--- src/rtl/debouncer_rtl.sv ---
// debouncer_rtl: debounces synchronized input d into level, rise/fall pulses and an 8-bit press count
module debouncer_rtl #(
  parameter int STABLE_CYCLES = 4,
  parameter int COUNT_W = 3
) (
  input  logic       clk,
  input  logic       rst,
  input  logic       d,
  input  logic       clear,
  output logic       level,
  output logic       rise,
  output logic       fall,
  output logic [7:0] presses
);
  typedef enum logic [1:0] {LO, PEND_HI, HI, PEND_LO} state_t;
  localparam logic [COUNT_W-1:0] LAST = COUNT_W'(STABLE_CYCLES - 1);
  state_t state;
  logic [COUNT_W-1:0] cnt;
  logic done, inc;
  always_comb begin
    done = cnt == LAST;
    inc = state == PEND_HI && d && done;
  end
  always_ff @(posedge clk or negedge rst) begin
    if (!rst) begin
      state <= LO;
      cnt <= '0;
      level <= 1'b0;
      rise <= 1'b0;
      fall <= 1'b0;
      presses <= 8'd0;
    end else begin
      rise <= 1'b0;
      fall <= 1'b0;
      presses <= (clear ? 8'd0 : presses) + 8'(inc);
      case (state)
        LO: begin
          state <= d ? PEND_HI : LO;
          cnt <= d ? COUNT_W'(1) : '0;
        end
        PEND_HI: begin
          state <= !d ? LO : done ? HI : PEND_HI;
          cnt <= (!d || done) ? '0 : cnt + COUNT_W'(1);
          level <= inc;
          rise <= inc;
        end
        HI: begin
          state <= !d ? PEND_LO : HI;
          cnt <= !d ? COUNT_W'(1) : '0;
        end
        default: begin
          state <= d ? HI : done ? LO : PEND_LO;
          cnt <= (d || done) ? '0 : cnt + COUNT_W'(1);
          level <= d || !done;
          fall <= !d && done;
        end
      endcase
    end
  end
endmodule

--- config.mk ---
export PLATFORM = sky130hd
export DESIGN_NAME = debouncer_rtl
export DESIGN_NICKNAME = d
export VERILOG_FILES = /design/src/rtl/debouncer_rtl.sv
export SDC_FILE = /design/constraint.sdc
export NUM_CORES = 1
export LEC_CHECK = 0
export ABC_AREA = 1
export CAP_MARGIN = 20
export CORE_UTILIZATION = 52
export DETAILED_ROUTE_END_ITERATION = 12
export PLACE_DENSITY = 0.8
export SYNTH_ARGS = -nofsm -noshare
export SYNTH_HDL_FRONTEND = slang
export SYNTH_SLANG_ARGS = --single-unit
export TNS_END_PERCENT = 10
--- constraint.sdc ---
create_clock -name clk -period 3.8 [get_ports clk]
set_input_delay 0.76 -clock clk [delete_from_list [all_inputs] [get_ports clk]]
set_output_delay 0.76 -clock clk [all_outputs]
set_load 0.01 [all_outputs]
# Yosys cells after proc, flatten, opt, wreduce, memory -nomap -nowiden
# Index checks and enable logic that the tools add are counted.
[totals] register_bits=16 input_bits=4 out_inout_bits=11
[op_classes] n_addsub=2 eq_ne=3 muxes=16 n_reduce_logical=11
[ops] op="one-hot mux 3 bit (3 select lines)" count=1
[ops] op="adder 8 x 1 -> 8 bit" count=1
[ops] op="2-to-1 mux 2 bit" count=4
[ops] op="2-to-1 mux 8 bit" count=1
[ops] op="2-to-1 mux 1 bit" count=6
[ops] op="2-to-1 mux 3 bit" count=2
[ops] op="one-hot mux 2 bit (3 select lines)" count=1
[ops] op="adder 3 x 1 -> 3 bit (second input constant)" count=1
[ops] op="== test 3 x 2 -> 1 bit (second input constant)" count=1
[ops] op="logical AND 1 bit" count=3
[ops] op="logical OR 1 bit" count=3
[ops] op="OR reduction 3 bit" count=1
[ops] op="== test 2 x 1 -> 1 bit (second input constant)" count=1
[ops] op="== test 2 bit (second input constant)" count=1
[ops] op="logical NOT 1 bit" count=2
[ops] op="logical NOT 2 bit" count=1
[ops] op="one-hot mux 1 bit (2 select lines)" count=1
[ops] op="OR reduction 2 bit" count=1

# Logic depth before layout (Yosys ltp)
# Gate-level depths: netlist (run 1).
[logic_depth] word_depth=4 ltp_mapped=11

# Worst setup path before layout (run 1)
# Ideal clock, no wire load.
[synth_path] path_kind="input port to flip-flop" from="in d" to="reg presses[6]" t_arrival_ns=1.644 setup_slack_ns=2.039 cell_stages=9 path_buffers=0 path_cell_list="nand2_1 nor2_1 ha_1 ha_1 nand2_1 nor2_4 nand3_1 nand2_1 nand2_1"
[synth_via] elab_chain_len=3
[synth_rtl] item="start: declaration" line="8" rtl="input logic d,"
[synth_rtl] item="logical AND 1 bit (2 in a row)" line="22" rtl="inc = state == PEND_HI && d && done;"
[synth_rtl] item="adder 8 x 1 -> 8 bit" line="35" rtl="presses <= (clear ? 8'd0 : presses) + 8'(inc);"
[synth_rtl] item="end signal: assignment" line="35"
[synth_rtl] item="end: declaration" line="13" rtl="output logic [7:0] presses"
# Every way passes these cells.
# A chain may end at the register's enable or synchronous reset.

# Final worst setup path (run 1)
[layout_path] from="in clear" to="reg presses[6]"
[layout_via] elab_chain_len=2
[layout_rtl] item="start: declaration" line="9" rtl="input logic clear,"
[layout_rtl] item="2-to-1 mux 8 bit" line="35"
[layout_rtl] item="adder 8 x 1 -> 8 bit" line="35"
# Every way passes these cells.

==> reports/qor.yml, run 1 <==
clock_tree:
  cts_tree: "yes"
  root_buffer: "clkbuf_4"
  cts.sinks: 16
  path_clk_slew_ps: 90
  htreeDepth: 1
  ctsResizeCount: 0
  ctsHoldBuffers: 0
  cts_made_buffers: 3
  worstSkewPairLatency_ps: 280
  post_cts_buffers: 0
  clockBufferDepth: 2
layout:
  n_fill_cell: 108
  final_cell_mix: "23 x nand2_1, 16 x dfrtp_1, 14 x clkdlybuf4s50_1, 11 x inv_1, 10 x nor2_1"
  final-seq-area_sq_um: 400
  multi_input_comb_area_sq_um: 309
  nNetsFinal: 109
  utilization: 0.706
  mostFrequentLayoutCell: "nand2_1"
  area_growth_pct: 23.8
  drive_above_1_share: 0.111
  final_cell_area_sq_um: 942
  diodes: 0
detailed_routing:
  wirelength_mm: 1.26
  drc: 0
  first_pass_iters: 4
  final_antenna_net_count: 0
  routedWlPerCell_um: 11.0
  drt_iter0_drc: 7
  vias_per_cell: 4.86
  vias: 554
min_path:
  hold_start: "cnt[0]$_DFF_PN0_"
  hp-class: "reg2reg"
  whs_path_depth: 1
  whs_endpoint: "cnt[0]$_DFF_PN0_"
floorplan:
  chipWidth_um: 40.3
  fp.dieArea_sq_um: 1620
  die_y_um: 40.3
  fp.coreArea_sq_um: 1330
  start_util: 0.570
  pin_count: 15
  rows: 13
global_route:
  gr-usage-all-layers: 0.186
  grt_max_degree: 17
  met1_usage: 0.221
  busiest_layer: "met2"
  grt_pass1_vias: 486
  grt_pass1_wl_mm: 1.93
  grtUsageMet2: 0.319
  overflow: 0
  antenna_found_initial: 0
  grt_util_met3: 0.0333
power_and_ir_drop:
  power_per_cell_area_nw_per_um2: 380
  swShare: 0.288
  seq_power_share: 0.570
  power.internal_w: 0.000255
  p_clk_frac: 0.242
  p_comb_frac: 0.188
  switching_power_w: 0.000103
  power.leakage_nw: 0.471
  max-vdd-ir-drop_mv: 0.282
setup_path:
  r2r_slack_ps: 1910
  reg2reg_from: "cnt[0]$_DFF_PN0_"
  worstPathMaxFanout: 6
  critPathLaunchType: "input pin"
  max_stage_delay_ps: 560
  required_ps: 3980
  cp_top_family: "simple AND/OR/NAND/NOR gates"
  critPathKind: "in2reg"
  reg2regPathDepth: 11
  crit_chain: "clkdlybuf4s50_1 -> nor2_1 -> ha_1 -> ha_1 -> nand2_1 -> nor2_4 -> nand3_1 -> nand2_1 -> nand2_1"
  path_common_cell: "nand2_1"
  regToRegEndpoint: "presses[6]$_DFF_PN0_"
  critPathArrivalTime_ps: 2300
  path_buf_inv: 1
  end_kind: "flop"
  slowest_stage: "clkdlybuf4s50_1"
yosys:
  synthCells: 82
  ys_seq_area_frac: 0.526
  synth.net_count: 90
  ys_warn_count: 0
  synth_compound_area_frac: 0.0230
  synthMuxAreaShare: 0
  synth_xor_area_frac: 0.0444
  synthAdderAreaFrac: 0.0658
  ys_ff_latch: 16
  syn_area_sq_um: 761
  synth_top_family_by_area: "simple AND/OR/NAND/NOR gates"
  synth.distinct_cells: 20
  synth_simple_gate_area_frac: 0.273
  avgSynthCellArea_sq_um: 9.28
place:
  dpl_cell_area_sq_um: 920
  dp_hpwl_um: 991
  io_buffers: 14
  gp_congestion: 0.661
timing:
  max_freq_mhz: 472
  tightestPinTransition_ps: 709
  drv_slew: 0
  tns_ps: 0
  setup_violations: 0
  relSlewSlack: 0.526
  period_share: 0.558
  finalHoldViolCount: 0
  period_needed_ps: 2120
  finalClockSkew_ps: 1.34
  rsz0062_at_grt: "no"
run_status:
  status: "finished clean"
flow_run:
  cap_viol_max_count: 0
[routing by layer]
| metal | share of wire | wire [um] |
|---|---|---|
| met1 | 0.47 | 587 |
| met2 | 0.49 | 618 |
| met3 | 0.023 | 29 |
| met4 | 0.017 | 21 |
| met5 | 0 | 0 |
[stage by stage]
stage | cells | hold WS, ps | total power, W | setup slack (ps)
global placement | 111 | 446 | 0.000272 | 1440
floorplan | 82 | 426 | 0.000247 | 2040
detailed placement | 111 | 458 | 0.000276 | 1370
CTS | 114 | 469 | 0.000361 | 1660
global route | 114 | 475 | 0.000377 | 1510
finish | 114 | 464 | 0.000358 | 1680
[kinds of logic (layout without fill, tap and decap cells)]
family	Yosys count	count (layout)
AOI/OAI and AO/OA	3	3
DFF	16	16
xor gates and xnor gates	3	3
adders and majority gates	4	4
buffers and inverters	13	30
and+or+nand+nor	43	43
[worst max path at each step]
stage	startpoint	endpoint	cells past startpoint
global route	clear	presses[6]$_DFF_PN0_	9
CTS	clear	presses[6]$_DFF_PN0_	9
finish	clear	presses[6]$_DFF_PN0_	9
floorplan	d	presses[6]$_DFF_PN0_	9
detailed placement	clear	presses[6]$_DFF_PN0_	9
global placement	clear	presses[6]$_DFF_PN0_	9
[registers in the layout (all words and copies together) (netlist names)]
| register | cells |
|---|---|
| fall | 1 |
| level | 1 |
| state | 2 |
| cnt | 3 |
| rise | 1 |
| presses | 8 |
[synthesized netlist by cell type]
| master | n | area (sq um) |
|---|---|---|
| xnor2_1 | 2 | 17.5 |
| nor2_2 | 1 | 6.26 |
| nor2_1 | 10 | 37.5 |
| nand3_2 | 1 | 10.0 |
| nand4_1 | 1 | 6.26 |
| nand3_1 | 3 | 15.0 |
| o21ai_0 | 1 | 5.00 |
| nor3_4 | 1 | 16.3 |
| inv_1 | 11 | 41.3 |
| a21oi_1 | 1 | 5.00 |
| nand3b_1 | 1 | 7.51 |
| dfrtp_1 | 16 | 400 |
| inv_2 | 1 | 3.75 |
| inv_4 | 1 | 6.26 |
| o211ai_1 | 1 | 7.51 |
| nand2_4 | 1 | 11.3 |
| nand2_1 | 23 | 86.3 |
| xnor2_2 | 1 | 16.3 |
| ha_1 | 4 | 50.1 |
| nor2_4 | 1 | 11.3 |
[area by class of cell]
cell class                 instances  area share
sequential                        16       0.425
multi-input combinational         53       0.328
timing repair buffer              14       0.149
inverter                          13      0.0544
clock buffer                       3      0.0239
tap                               15      0.0199
[power by group through the flow]
stage / sequential (W) / combinational [W] / clock [W]
2_1_floorplan: 0.000206 / 0.0000406 / 0
3_3_place_gp: 0.000207 / 0.0000651 / 0
3_5_place_dp: 0.000207 / 0.0000686 / 0
4_1_cts: 0.000204 / 0.0000688 / 0.0000885
5_1_grt: 0.000206 / 0.0000784 / 0.0000926
6_report: 0.000204 / 0.0000673 / 0.0000869
Note: power is estimated with default switching activity, not from simulation.
==> run 2: changes to the inputs <==
Settings changed: CORE_UTILIZATION 52 to 44, PLACE_DENSITY 0.8 to 0.72.
Clock period 3.8 ns to 1.9 ns, I/O delays scaled along.
==> run 2 against run 1 <==
The run now ends with design-rule violations left; total power is 120% higher; sequential power is 99% higher; register-to-register slack got worse by 1800 ps; die area increased by 17%; cell count increased by 7.0%; setup slack lost 1600 ps; count of clock-buffer cells in the layout up 1; wire length rose by 0.48%; combinational power increased by 130%; sequential share of layout area decreased by 3.1 points.
==> reports/qor.yml, run 2 (synthesis gave the netlist of run 1 again) <==
power_and_ir_drop:
  total_power_w: 0.000785  # +120%
  max-vdd-ir-drop_mv: 0.601  # +110%
  power.leakage_nw: 0.506  # +7.3%
  power_per_cell_area_nw_per_um2: 771  # +100%
floorplan:
  start_util: 0.488  # -0.0824
  fp.coreArea_sq_um: 1560  # +17%
  chipWidth_um: 43.6  # +8.3%
  die_y_um: 43.6  # +8.3%
  fp.dieArea_sq_um: 1900  # +17%
  pin_count: 15  # unchanged
  rows: 14  # +1
place:
  pre_cts_ws_ps: -56.9  # -1430 ps
  dp_hpwl_um: 942  # -4.9%
  io_buffers: 14  # unchanged
  gp_congestion: 0.791  # +20%
clock_tree:
  cts.sinks: 16  # unchanged
  root_buffer: "clkbuf_4"
  cts_tree: "yes"
  htreeDepth: 1  # unchanged
  clockBufferDepth: 2  # unchanged
  path_clk_slew_ps: 100  # about the same
  worstSkewPairLatency_ps: 280  # about the same
  cts_made_buffers: 3  # unchanged
timing:
  tightestPinTransition_ps: 269  # -440 ps
  tns_ps: 0  # unchanged
  setup_ws_ps: 79.9  # -1600 ps
  finalHoldViolCount: 0  # unchanged
  period_needed_ps: 1820
  setup_violations: 0  # unchanged
  relSlewSlack: 0.820  # +0.294
  max_freq_mhz: 549
  drv_slew: 0  # unchanged
  period_share: 0.958
  finalClockSkew_ps: 7.30  # +5.96 ps
  holdWs_ps: 403  # -60.6 ps
global_route:
  overflow: 0  # unchanged
  grt_pass1_vias: 565  # +16%
  gr-usage-all-layers: 0.163  # -0.0237
  antenna_found_initial: 0  # unchanged
  grt_pass1_wl_mm: 2.21  # +15%
  grt_max_degree: 17  # unchanged
layout:
  nNetsFinal: 115  # +5.5%
  mostFrequentLayoutCell: "nand2_1"
  reg.largest.list: "presses x8, cnt x3, state x2"
  diodes: 0  # unchanged
  area_growth_pct: 33.7
  top_register: "presses"
  largest_register_ffs: 8  # unchanged
  final_cell_mix: "23 x nand2_1, 16 x dfrtp_1, 14 x clkdlybuf4s50_1, 11 x inv_1, 10 x nor2_1"
  drive_above_1_share: 0.189  # +0.0776
  utilization: 0.652  # -0.0539
detailed_routing:
  final_antenna_net_count: 0  # unchanged
  routedWlPerCell_um: 10.4  # -6.1%
  vias: 584  # +5.4%
  drt_iter0_drc: 9  # +2
  first_pass_iters: 8  # +4
  drc: 2  # +2
  wirelength_mm: 1.26  # +0.48%
  vias_per_cell: 4.79  # -1.5%
flow_run:
  cap_viol_max_count: 0  # unchanged
setup_path:
  critPathArrivalTime_ps: 2000  # -300 ps
  required_ps: 2080  # -1900 ps
  reg2reg_from: "cnt[0]$_DFF_PN0_"
  critPathKind: "reg2reg"
  critPathLaunchType: "flop"
  end_kind: "flop"
  worstPathMaxFanout: 4  # -2
  crit_start: "cnt[0]$_DFF_PN0_"
min_path:
  hp-class: "in2async"
run_status:
  status: "finished, violations left"
  violations: "design-rule violations"
## run 2: cell types whose count changed in the layout (fill, tap and decap cells not counted), sizes merged
| cell | change |
|---|---|
| clkbuf | +1 |
| buf | +6 |
## run 2: routing by layer
metal / global-route usage / up-vias / share of wire
li1: - / 304 / -
met1: 0.199 / 270 / 0.47
met2: 0.263 / 8 / 0.49
met3: 0.0250 / 2 / 0.030
met4: 0.113 / 0 / 0.014
met5: 0 / - / 0
## run 2: where the power goes
group | internal (W) | switching [W]
Combinational | 0.0000685 | 0.0000851
Clock | 0.000116 | 0.000109
Sequential | 0.000381 | 0.0000242
## run 2: metrics by stage
stage | instances | instance area, sq um
finish | 122 | 1020
global route | 122 | 1020
CTS | 121 | 995
detailed placement | 117 | 958
global placement | 117 | 958
floorplan | 82 | 761
## run 2: final timing paths
kind	endpoint	cells past startpoint	slack, ps
max	presses[4]$_DFF_PN0_	10	80
min	presses[3]$_DFF_PN0_	2	400
max reg2reg	presses[4]$_DFF_PN0_	10	80
min reg2reg	cnt[0]$_DFF_PN0_	1	470
max in group asynchronous	cnt[1]$_DFF_PN0_	2	1310
min in group clk	cnt[0]$_DFF_PN0_	1	470
## run 2: cell type report
type / count / area [sq um]
Fill cell: 122 / 542
Inverter: 13 / 51.3
Clock buffer: 4 / 36.3
Tap cell: 16 / 20.0
Multi-Input combinational cell: 53 / 324
Timing Repair Buffer: 20 / 185
Sequential cell: 16 / 400
## run 2: critical path, cell delays in order, from the launching register on
cell,delay (ps)
dfrtp_1,400
ha_1,230
ha_4,180
nand2_1,90
nor2_1,60
ha_2,180
ha_1,190
nand2_1,110
nor2_4,50
buf_4,130
xnor2_2,110
## run 2: what timing repair did
| action | 4_1_cts | 5_1_grt |
|---|---|---|
| hold buffers | 0 | 0 |
| buffers inserted | 0 | 1 |
| setup endpoints to repair | 0 | 1 |
| resized for setup | 0 | 3 |
==> run 3: changes to the inputs <==
Settings changed: CORE_UTILIZATION 44 to 50, DONT_BUFFER_PORTS from default to 1, PLACE_DENSITY 0.72 to 0.68.
==> run 3 against run 2 <==
The flow now finishes without violations; sequential power up 1%; via count down 14%; non-clock buffer count down 17; sequential cell count unchanged; global-route usage up 0.26 points; largest power group unchanged.
==> reports/qor.yml, run 3 (synthesis gave the netlist of run 1 again) <==
setup_path:
  worstPathMaxFanout: 4  # unchanged
  critPathLaunchType: "flop"
  path_buf_inv: 1  # unchanged
  cp_top_family: "adder cells"
  critPathArrivalTime_ps: 1960  # -40 ps
  path_common_cell: "ha_2"
  crit_chain: "ha_1 -> ha_2 -> nand2_1 -> nor2_2 -> ha_2 -> ha_2 -> nand2_1 -> nor2_4 -> buf_4 -> xnor2_2"
  slowest_stage: "dfrtp_1"
  max_stage_delay_ps: 390  # about the same
  critPathKind: "reg2reg"
  required_ps: 2080  # about the same
  end_kind: "flop"
power_and_ir_drop:
  power.leakage_nw: 0.428  # -15%
  max-vdd-ir-drop_mv: 0.471  # -22%
  power_per_cell_area_nw_per_um2: 830  # +7.6%
  total_power_w: 0.000695  # -11%
detailed_routing:
  routedWlPerCell_um: 11.5  # +11%
  vias: 502  # -14%
  wirelength_mm: 1.19  # -6.1%
  vias_per_cell: 4.87  # +1.8%
  final_antenna_net_count: 0  # unchanged
  drt_iter0_drc: 5  # -4
  first_pass_iters: 4  # -4
  drc: 0  # -2
floorplan:
  pin_count: 15  # unchanged
  start_util: 0.563  # +0.0755
  chipWidth_um: 41.0  # -5.9%
  die_y_um: 41.0  # -5.9%
  fp.dieArea_sq_um: 1680  # -11%
  fp.coreArea_sq_um: 1350  # -13%
  rows: 13  # -1
layout:
  diodes: 0  # unchanged
  top_register: "presses"
  n_fill_cell: 122  # unchanged
  reg.largest.list: "presses x8, cnt x3, state x2"
  mostFrequentLayoutCell: "nand2_1"
  final_cell_mix: "23 x nand2_1, 16 x dfrtp_1, 11 x inv_1, 9 x nor2_1"
  largest_register_ffs: 8  # unchanged
  final_cells: 103  # -16%
  nNetsFinal: 98  # -15%
  drive_above_1_share: 0.193  # +0.00450
  area_growth_pct: 10.0
timing:
  period_needed_ps: 1780  # -38.4 ps
  max_freq_mhz: 561  # +2.2%
  tightestPinTransition_ps: 703  # +434 ps
  finalClockSkew_ps: 4.20  # -3.09 ps
  drv_slew: 0  # unchanged
  tns_ps: 0  # unchanged
  finalHoldViolCount: 0  # unchanged
  relSlewSlack: 0.529  # -0.290
  setup_violations: 0  # unchanged
  period_share: 0.938  # -0.0202
min_path:
  hp-class: "in2reg"
place:
  gp_congestion: 0.697  # -12%
  io_buffers: 0  # -14
  dp_hpwl_um: 898  # -4.6%
  dp_cells: 98  # -16%
clock_tree:
  clockBufferDepth: 2  # unchanged
  cts_made_buffers: 3  # unchanged
  cts.sinks: 16  # unchanged
  cts_tree: "yes"
  path_clk_slew_ps: 90  # about the same
  htreeDepth: 1  # unchanged
  root_buffer: "clkbuf_4"
  worstSkewPairLatency_ps: 280  # about the same
run_status:
  status: "finished clean"
global_route:
  antenna_found_initial: 0  # unchanged
  overflow: 0  # unchanged
  grt_pass1_wl_mm: 1.73  # -22%
  grt_max_degree: 17  # unchanged
  gr-usage-all-layers: 0.165  # +0.00263
  grt_pass1_vias: 416  # -26%
flow_run:
  cap_viol_max_count: 0  # unchanged
==> run 3: final cells by class <==
class	instances	area (sq um)	share of cell area
Tap cell	15	18.8	0.0224
Sequential cell	16	400	0.478
Inverter	13	51.3	0.0613
Clock buffer	3	22.5	0.0269
Multi-Input combinational cell	53	319	0.381
Timing Repair Buffer	3	25.0	0.0299
==> run 3: final timing paths <==
| kind | slack [ps] | start | depth (start not counted) | to |
|---|---|---|---|---|
| min | 250 | clear | 3 | presses[6]$_DFF_PN0_ |
| max | 120 | cnt[0]$_DFF_PN0_ | 10 | presses[4]$_DFF_PN0_ |
| max reg2reg | 120 | cnt[0]$_DFF_PN0_ | 10 | presses[4]$_DFF_PN0_ |
| max in group asynchronous | 870 | rst | 1 | state[0]$_DFF_PN0_ |
| min reg2reg | 460 | cnt[0]$_DFF_PN0_ | 1 | cnt[0]$_DFF_PN0_ |
| min in group asynchronous | 590 | rst | 1 | presses[1]$_DFF_PN0_ |
==> run 3: worst reg2reg max path, delay by kind of cell (launching register included) <==
family                     cells  cell delay, ps
buffers and inverters          1             130
adders and majority gates      4             760
DFF                            1             390
xor gates and xnor gates       1             110
and+or+nand+nor                4             300
==> run 3: per-layer routing <==
layer,vias to the layer above,wire length (um),track usage,share of wire
li1,265,-,-,-
met2,13,464,0.188,0.39
met3,2,63,0.0652,0.053
met5,-,0,0,0
met1,222,641,0.249,0.54
met4,0,17,0.100,0.014
==> run 3: where the power goes <==
group,switching (W),total [W],internal (W)
Sequential,0.0000301,0.000412,0.000382
Combinational,0.0000691,0.000110,0.0000409
Clock,0.000100,0.000173,0.0000734
Total,0.000199,0.000695,0.000496
==> run 3: per-stage QoR <==
stage                     utilization  setup slack [ps]  hold slack, ps  cell area, sq um
after CTS                       0.607              45.2             249               820
after detailed placement        0.583              59.4            84.7               787
final                           0.620               118             251               837
after global placement          0.583               105            84.7               787
after global routing            0.620             -12.3             261               837
after floorplan                     -               181            84.4               761
==> run 3: repair_timing <==
item,in CTS,in global routing
hold buffers,1,0
hold endpoints to repair,16,0
resized for setup,0,4
setup buffers,0,1
endpoints found under the setup margin,0,1
